`config.mk`:
```
export PLATFORM = sky130hd
export DESIGN_NAME = counter_game_ctrl
export DESIGN_NICKNAME = d
export VERILOG_FILES = /design/src/rtl/counter_game_pkg.sv /design/src/rtl/game_tally.sv /design/src/rtl/counter_game_ctrl.sv
export SDC_FILE = /design/constraint.sdc
export NUM_CORES = 1
export LEC_CHECK = 0
export ABC_AREA = 1
export CAP_MARGIN = 25
export CORE_MARGIN = 1.5
export CORE_UTILIZATION = 35
export CTS_BUF_LIST = sky130_fd_sc_hd__clkbuf_16
export DETAILED_ROUTE_END_ITERATION = 10
export PLACE_DENSITY = 0.64
export SYNTH_ARGS = -nofsm -noshare
export SYNTH_HDL_FRONTEND = slang
export SYNTH_SLANG_ARGS = --single-unit
```
`constraint.sdc`:
```
create_clock -name clk -period 3.4 [get_ports clk]
set_clock_uncertainty 0.05 [all_clocks]
set_input_delay 0.68 -clock clk [delete_from_list [all_inputs] [get_ports clk]]
set_output_delay 0.68 -clock clk [all_outputs]
set_load 0.01 [all_outputs]
```
`src/rtl/counter_game_pkg.sv`:
```
// Shared types for the counter game controller: FSM states, step modes and who-ended-the-game codes.
package counter_game_pkg;

    typedef enum logic [1:0] {
        GS_PLAY   = 2'd0,
        GS_RELOAD = 2'd1,
        GS_OVER   = 2'd2
    } game_state_e;

    typedef enum logic [1:0] {
        MODE_UP1 = 2'd0,
        MODE_UP2 = 2'd1,
        MODE_DN1 = 2'd2,
        MODE_DN2 = 2'd3
    } game_mode_e;

    localparam logic [1:0] WHO_NONE = 2'b00;
    localparam logic [1:0] WHO_LOSE = 2'b01;
    localparam logic [1:0] WHO_WIN  = 2'b10;

endpackage

```
`src/rtl/game_tally.sv`:
```
// Saturating tally counter with synchronous clear; clear wins over increment.
module game_tally #(
    parameter int TALLY_W = 4
) (
    input  logic               clk,
    input  logic               rst,
    input  logic               clr,
    input  logic               inc,
    output logic [TALLY_W-1:0] tally
);

    localparam logic [TALLY_W-1:0] T_ONE = 1;

    always_ff @(posedge clk or negedge rst) begin
        if (!rst) begin
            tally <= '0;
        end else if (clr) begin
            tally <= '0;
        end else if (inc && (tally != '1)) begin
            tally <= tally + T_ONE;
        end
    end

endmodule

```
`src/rtl/counter_game_ctrl.sv`:
```
// Multimode up/down counter game core with win/lose tallies and sticky game-over.
// Optional pause input is compiled in when COUNTER_GAME_PAUSE_EN is defined.
//
// state     | meaning
// ----------|-----------------------------------------------------------
// GS_PLAY   | counter steps each cycle per control; a hit moves to RELOAD
// GS_RELOAD | one cycle: clear pulse, reload count, check tally limit
// GS_OVER   | everything frozen until init restarts the game
module counter_game_ctrl
    import counter_game_pkg::*;
#(
    parameter int WIDTH     = 4,
    parameter int TALLY_W   = 4,
    parameter int WIN_LIMIT = 15
) (
    input  logic               clk,
    input  logic               rst,
    input  logic               init,
    input  logic [WIDTH-1:0]   initial_val,
    input  logic [1:0]         control,
`ifdef COUNTER_GAME_PAUSE_EN
    input  logic               pause,
`endif
    output logic [WIDTH-1:0]   count,
    output logic               winner,
    output logic               loser,
    output logic [TALLY_W-1:0] win_tally,
    output logic [TALLY_W-1:0] lose_tally,
    output logic               gameover,
    output logic [1:0]         who
);

    localparam logic [1:0] S_PLAY   = GS_PLAY;
    localparam logic [1:0] S_RELOAD = GS_RELOAD;
    localparam logic [1:0] S_OVER   = GS_OVER;

    localparam logic [WIDTH-1:0]   C_ONE = 1;
    localparam logic [WIDTH-1:0]   C_TWO = 2;
    localparam logic [TALLY_W-1:0] LIMIT = WIN_LIMIT[TALLY_W-1:0];

    logic [1:0]       state;
    logic [WIDTH-1:0] nxt;
    logic             pause_i;
    logic             stepping;
    logic             hit_win;
    logic             hit_lose;
    logic             tally_clr;

`ifdef COUNTER_GAME_PAUSE_EN
    assign pause_i = pause;
`else
    assign pause_i = 1'b0;
`endif

    always_comb begin
        nxt = count;
        case (control)
            MODE_UP1: nxt = count + C_ONE;
            MODE_UP2: nxt = count + C_TWO;
            MODE_DN1: nxt = count - C_ONE;
            MODE_DN2: nxt = count - C_TWO;
            default:  nxt = count;
        endcase
    end

    // Only a real step can score; loads and pauses never generate a hit.
    assign stepping  = (state == S_PLAY) && !init && !pause_i;
    assign hit_win   = stepping && (nxt == '1);
    assign hit_lose  = stepping && (nxt == '0);
    assign tally_clr = (state == S_OVER) && init;

    game_tally #(.TALLY_W(TALLY_W)) u_win_tally (
        .clk   (clk),
        .rst   (rst),
        .clr   (tally_clr),
        .inc   (hit_win),
        .tally (win_tally)
    );

    game_tally #(.TALLY_W(TALLY_W)) u_lose_tally (
        .clk   (clk),
        .rst   (rst),
        .clr   (tally_clr),
        .inc   (hit_lose),
        .tally (lose_tally)
    );

    always_ff @(posedge clk or negedge rst) begin
        if (!rst) begin
            state    <= S_PLAY;
            count    <= '0;
            winner   <= 1'b0;
            loser    <= 1'b0;
            gameover <= 1'b0;
            who      <= WHO_NONE;
        end else begin
            winner <= hit_win;
            loser  <= hit_lose;
            case (state)
                S_PLAY: begin
                    if (init) begin
                        count <= initial_val;
                    end else if (!pause_i) begin
                        count <= nxt;
                        if (hit_win || hit_lose) begin
                            state <= S_RELOAD;
                        end
                    end
                end
                S_RELOAD: begin
                    count <= init ? initial_val : '0;
                    if (win_tally == LIMIT) begin
                        state    <= S_OVER;
                        gameover <= 1'b1;
                        who      <= WHO_WIN;
                    end else if (lose_tally == LIMIT) begin
                        state    <= S_OVER;
                        gameover <= 1'b1;
                        who      <= WHO_LOSE;
                    end else begin
                        state <= S_PLAY;
                    end
                end
                S_OVER: begin
                    if (init) begin
                        count    <= initial_val;
                        gameover <= 1'b0;
                        who      <= WHO_NONE;
                        state    <= S_PLAY;
                    end
                end
                default: state <= S_PLAY;
            endcase
        end
    end

endmodule

```
Word-level counts from Yosys, hierarchy flattened
Index checks and enable logic that the tools add are counted.
Widths: inputs -> output; s select.
{"block": "totals", "register_bits": 19, "inputBits": 9, "output_inout_bits": 17, "wordCells": 68}
{"block": "classes", "addsub": 6, "n_eq_ne": 14, "n_mux": 22, "reduce_logical": 18}
{"operator": "$mux 4", "n": 7}
{"operator": "$pmux 4 s4", "n": 1}
{"operator": "$mux 2", "n": 7}
{"operator": "$add 4x1->4 const B", "n": 3}
{"operator": "$eq 4x4->1 const B", "n": 3}
{"operator": "$pmux 4 s3", "n": 1}
{"operator": "$ne 4x4->1 const B", "n": 2}
{"operator": "$eq 2x2->1 const B", "n": 3}
{"operator": "$logic_and 1x1->1", "n": 6}
{"operator": "$pmux 2 s3", "n": 1}
{"operator": "$reduce_and 3->1", "n": 2}
{"operator": "$reduce_bool 2->1", "n": 3}
{"operator": "$add 4x2->4 const B", "n": 1}
{"operator": "$eq 2x1->1 const B", "n": 2}
{"operator": "$logic_not 2->1", "n": 2}
{"operator": "$logic_not 4->1", "n": 1}
{"operator": "$ne 2x2->1 const B", "n": 2}
{"operator": "$pmux 2 s2", "n": 1}
{"operator": "$sub 4x1->4 const B", "n": 1}
{"operator": "$sub 4x2->4 const B", "n": 1}
{"operator": "$mux 1", "n": 3}
{"operator": "$ne 3x3->1 const B", "n": 1}
{"operator": "$reduce_bool 3->1", "n": 1}
{"operator": "$ne 2x1->1 const B", "n": 1}
{"operator": "other kinds (4)", "n": 4}

Longest topological paths before layout
{"block": "depth", "depth_word": 8, "ltp_mapped": 20, "mapped_depth_nobuf": 19}

Modules after synthesis
From an unflattened synthesis, not the netlist that was laid out.
{"block": "hier_totals", "hier_cells": 183, "area_unflattened_um2": 1347.5}
{"mod": "counter_game_ctrl", "instances": 1, "cells_per_inst": 125, "area_each_um2": 902.1, "seq_area_each_um2": 275.3}
{"mod": "game_tally", "instances": 2, "cells_per_inst": 29, "area_each_um2": 222.7, "seq_area_each_um2": 100.1}

Least setup slack after synthesis
No wires, ideal clock.
{"block": "synth_path", "kind": "input -> register", "startpoint": "input port control[0]", "endpoint": "register u_lose_tally.tally[2]", "setup_time_ps": 65, "t_arrival_ps": 2183, "required_time_ps": 3285, "slack_ps": 1102, "cell_stages": 14, "n_path_buf": 1, "cell_sequence": "buf_6 -> inv_8 -> nand3_2 -> nand2_1 -> inv_1 -> ha_1 -> o21ai_0 -> inv_1 -> nor2_1 -> a21boi_4 -> nand4_2 -> nor2_2 -> nand3_1 -> nand2_1"}
{"block": "synth_between", "elab_chain_len": 6, "elab_cells_between_ends": 9, "cone_classes": "eq/ne (3); mux (1); reduce/logical (5)"}
{"element": "start, declared", "line": "counter_game_ctrl.sv:20", "rtl": "input logic [1:0] control,"}
{"element": "$eq 2x2->1, or another cell as far along", "line": "counter_game_ctrl.sv:57", "rtl": "case (control)"}
{"element": "$pmux 4 s4 *", "line": "counter_game_ctrl.sv:57"}
{"element": "$logic_not 4->1 *", "line": "counter_game_ctrl.sv:69", "rtl": "assign hit_lose = stepping && (nxt == '0);"}
{"element": "$logic_and 1x1->1 *", "line": "counter_game_ctrl.sv:69"}
{"element": "$logic_and 1x1->1 *", "line": "game_tally.sv:19", "rtl": "end else if (inc && (tally != '1)) begin"}
{"element": "$reduce_bool 2->1 (no line) *"}
{"element": "end signal, assigned", "line": "game_tally.sv:20", "rtl": "tally <= tally + T_ONE;"}
{"element": "end, declared", "line": "game_tally.sv:9", "rtl": "output logic [TALLY_W-1:0] tally"}
Every way passes the cells marked *; elsewhere a longest branch is shown, timed or not.
A chain may end at the register's enable or synchronous reset.

Final worst setup path
Same ends and word-level chain as after synthesis.

==> run metrics <==
outcome complete, no violations; core area 3740 um2; Routed Antenna Nets 0; drt drc 0; synthesized netlist cell count 180; WHS Path Cells 2; overall routing resource usage 0.143; vias in the first global route about 1100; I/O Buffers 25; Post-synth EDFFs 0; relative slew slack 0.430; Seq/Total Area, Yosys 0.339; depth of the CTS H-tree 1; area of the multi-input gates 802 um2; min cycle time layout roughly 2.8 ns; Pint ~0.68 mW; Starting DRT DRC Count 30; P&R area growth vs syn 26.9%; fin cells 255; GRT overflow 0; share of layout cells above drive strength 1 0.140; row count 22; Slowest-stage cell, CP clkdlybuf4s50_1; hold endpoint who[0]$_DFFE_PN0P_; CP Capture Type flip-flop; Worst Setup Slack, final ~0.58 ns; HP Class flip-flop to flip-flop; number of CTS-inserted buffers 3; post-DP HPWL between 2000 and 2500 um; diode count 0; P_leak between 0.8 and 0.9 nW; worst setup path category primary input to flip-flop; total power 1.13 mW; HP Start who[0]$_DFFE_PN0P_; startpoint types primary input; # setup viols final 0; Fill cells between 300 and 400; Resized Gates After CTS 0; R2R Setup Slk between 1 and 1.5 ns; antenna violations before repair 0; Switching Power between 0.4 and 0.5 mW; routed wire length 2760 um; Worst setup startpoint control[0]; # Post-CTS Setup Buffers 0; slew of the pin with the lowest slew margin roughly 0.85 ns; first-pass GRT wire length approximately 4900 um; RSZ-0062 raised after global routing false; CP max stage delay roughly 0.67 ns; Gate power share 0.478; cts hold-fix bufs 0; Worst VDD drop about 0.23 mV; pwr/cell area between 600 and 700 nW/um2; main flop type after synthesis dfrtp_1; Inst Count DP ~250; critical path buffer and inverter count 4; CTS tree yes; clock root buffer clkbuf_16; Synth Warn # 0; placed instance area 1700 um2; Final Net Count around 230; Avg Synthesized Cell Area around 7.8 um2; ys async rst share 1.00; GPL Wtd Cong 0.866; deepest clock path buffer count 2; Initial Util 0.375; Fin. Hold Viols 0; worst r2r src count[2]$_DFFE_PN0P_; clk_lat worst skew between 0.2 and 0.3 ns; Net Count, Synth a little under 200; post-synthesis cell type count 35; largest net degree at the start of global routing 20; Finished Cell Area 1780 um2; Data arrival, critical path about 3.0 ns; Via density 4.72; crit-path max FO 6; Slew Viols, Final 0; Fmax 0.354 GHz; Worst EP required 3.54 ns; family with the most delay on the worst path buffers and inverters; # Max-Cap Violations 0; total number of vias roughly 1200; setup TNS 0 ns; r2r endpoint u_lose_tally.tally[1]$_DFFE_PN0P_; number of I/O pins 26; R2R cell count 10; Die Wd 66.3 um; TritonRoute pass-1 iters 4; period utilisation layout 0.830; Net Sw Frac 0.399; clk slew on worst S/H paths about 0.06 ns; synthesized area ~1400 um2; dpl ws about 0.30 ns; clock group share of total power 0.215; Clock Sinks 19; Sequential Power Share 0.307; register area 475 um2; drt wl/cell about 11 um; Synth Register Bits 19; die height ~66 um; CP cell instances clkdlybuf4s50_1 -> inv_8 -> nand2_4 -> nand2_2 -> nand2_1 -> inv_1 -> ha_1 -> o21ai_0 -> inv_1 -> nor2_1 -> a21boi_4 -> nand4_2 -> nor2_2 -> nand3_1 -> nand2_1; Die ar. around 4400 um2
## through the flow
stage / hold slack, ns / utilization
detailed placement: 0.446 / 0.454
floorplan: 0.334 / -
global placement: 0.444 / 0.454
finish: 0.458 / 0.476
global route: 0.498 / 0.476
CTS: 0.464 / 0.476
## worst min-delay path, stage by stage, from the launching register on
cell and delay [ns]:
dfrtp_1 0.34, o21ai_0 0.08, nand2_1 0.06
## per-layer routing
metal  GRT usage  up-vias  share of wire
li1            -      638              -
met4      0.0459        0         0.0073
met3      0.0256        2          0.031
met5           0        -              0
met2       0.218       21           0.45
met1       0.205      543           0.51
## worst max-delay path by stage
stage / end / slack, ns / cells past startpoint
detailed placement: u_lose_tally.tally[2]$_DFFE_PN0P_ / 0.30 / 15
CTS: u_lose_tally.tally[2]$_DFFE_PN0P_ / 0.55 / 15
finish: u_lose_tally.tally[2]$_DFFE_PN0P_ / 0.58 / 15
global placement: u_lose_tally.tally[0]$_DFFE_PN0P_ / 0.28 / 11
global route: u_lose_tally.tally[3]$_DFFE_PN0P_ / 0.34 / 11
floorplan: u_lose_tally.tally[2]$_DFFE_PN0P_ / 1.10 / 14
## power groups by stage
stage | registers, mW | clock network [mW] | logic, mW
finish | 0.347 | 0.243 | 0.540
global route | 0.357 | 0.264 | 0.611
CTS | 0.348 | 0.250 | 0.549
detailed placement | 0.352 | 0 | 0.546
global placement | 0.352 | 0 | 0.544
floorplan | 0.360 | 0 | 0.353
## placed cells by master (no fill, tap or decap), types with 2 or more instances in the layout
cell type,synthesis,routed
clkbuf_16,0,3
nand3_1,17,17
clkdlybuf4s50_1,0,25
o21ai_0,6,6
ha_1,7,7
a221oi_1,2,2
nor2_1,14,14
dfrtp_1,19,19
inv_1,22,22
a21oi_1,4,4
nand2_2,7,7
o21ai_1,4,4
inv_2,3,3
a31oi_1,3,3
nand3b_1,2,2
nor2_4,2,2
nand3_2,3,3
xor2_1,5,5
nand2_1,42,42
## registers in the layout (all words and copies together), names as in the netlist
register	cells
u_lose_tally.tally	4
state	2
winner	1
u_win_tally.tally	4
gameover	1
count	4
loser	1
who	2
## cells in the mapped netlist (2+ instances only)
| master | number | area [um2] |
|---|---|---|
| dfrtp_1 | 19 | 475 |
| nor2_1 | 14 | 52.6 |
| o21ai_1 | 4 | 20.0 |
| nor2_4 | 2 | 22.5 |
| a221oi_1 | 2 | 17.5 |
| nand2_2 | 7 | 43.8 |
| o21ai_0 | 6 | 30.0 |
| nand3_1 | 17 | 85.1 |
| nand2_1 | 42 | 158 |
| a21oi_1 | 4 | 20.0 |
| inv_2 | 3 | 11.3 |
| nand3_2 | 3 | 30.0 |
| ha_1 | 7 | 87.6 |
| xor2_1 | 5 | 43.8 |
| inv_1 | 22 | 82.6 |
| nand3b_1 | 2 | 15.0 |
| a31oi_1 | 3 | 18.8 |
## final cells by class
type | instances | share of cell area
Clock inverter | 1 | 0.00281
Timing Repair Buffer | 26 | 0.145
Inverter | 26 | 0.0590
Tap cell | 48 | 0.0337
Sequential cell | 19 | 0.267
Clock buffer | 3 | 0.0422
Multi-Input combinational cell | 132 | 0.450
## logic make-up after synthesis
| group | Yosys count | synth area share |
|---|---|---|
| and+or+nand+nor | 95 | 0.351 |
| buffers and inverters | 29 | 0.0892 |
| AOI/OAI and AO/OA | 23 | 0.106 |
| DFF | 19 | 0.339 |
| adders and majority gates | 8 | 0.0767 |
| xor gates and xnor gates | 6 | 0.0375 |
Power figures use the tool's default switching activity.
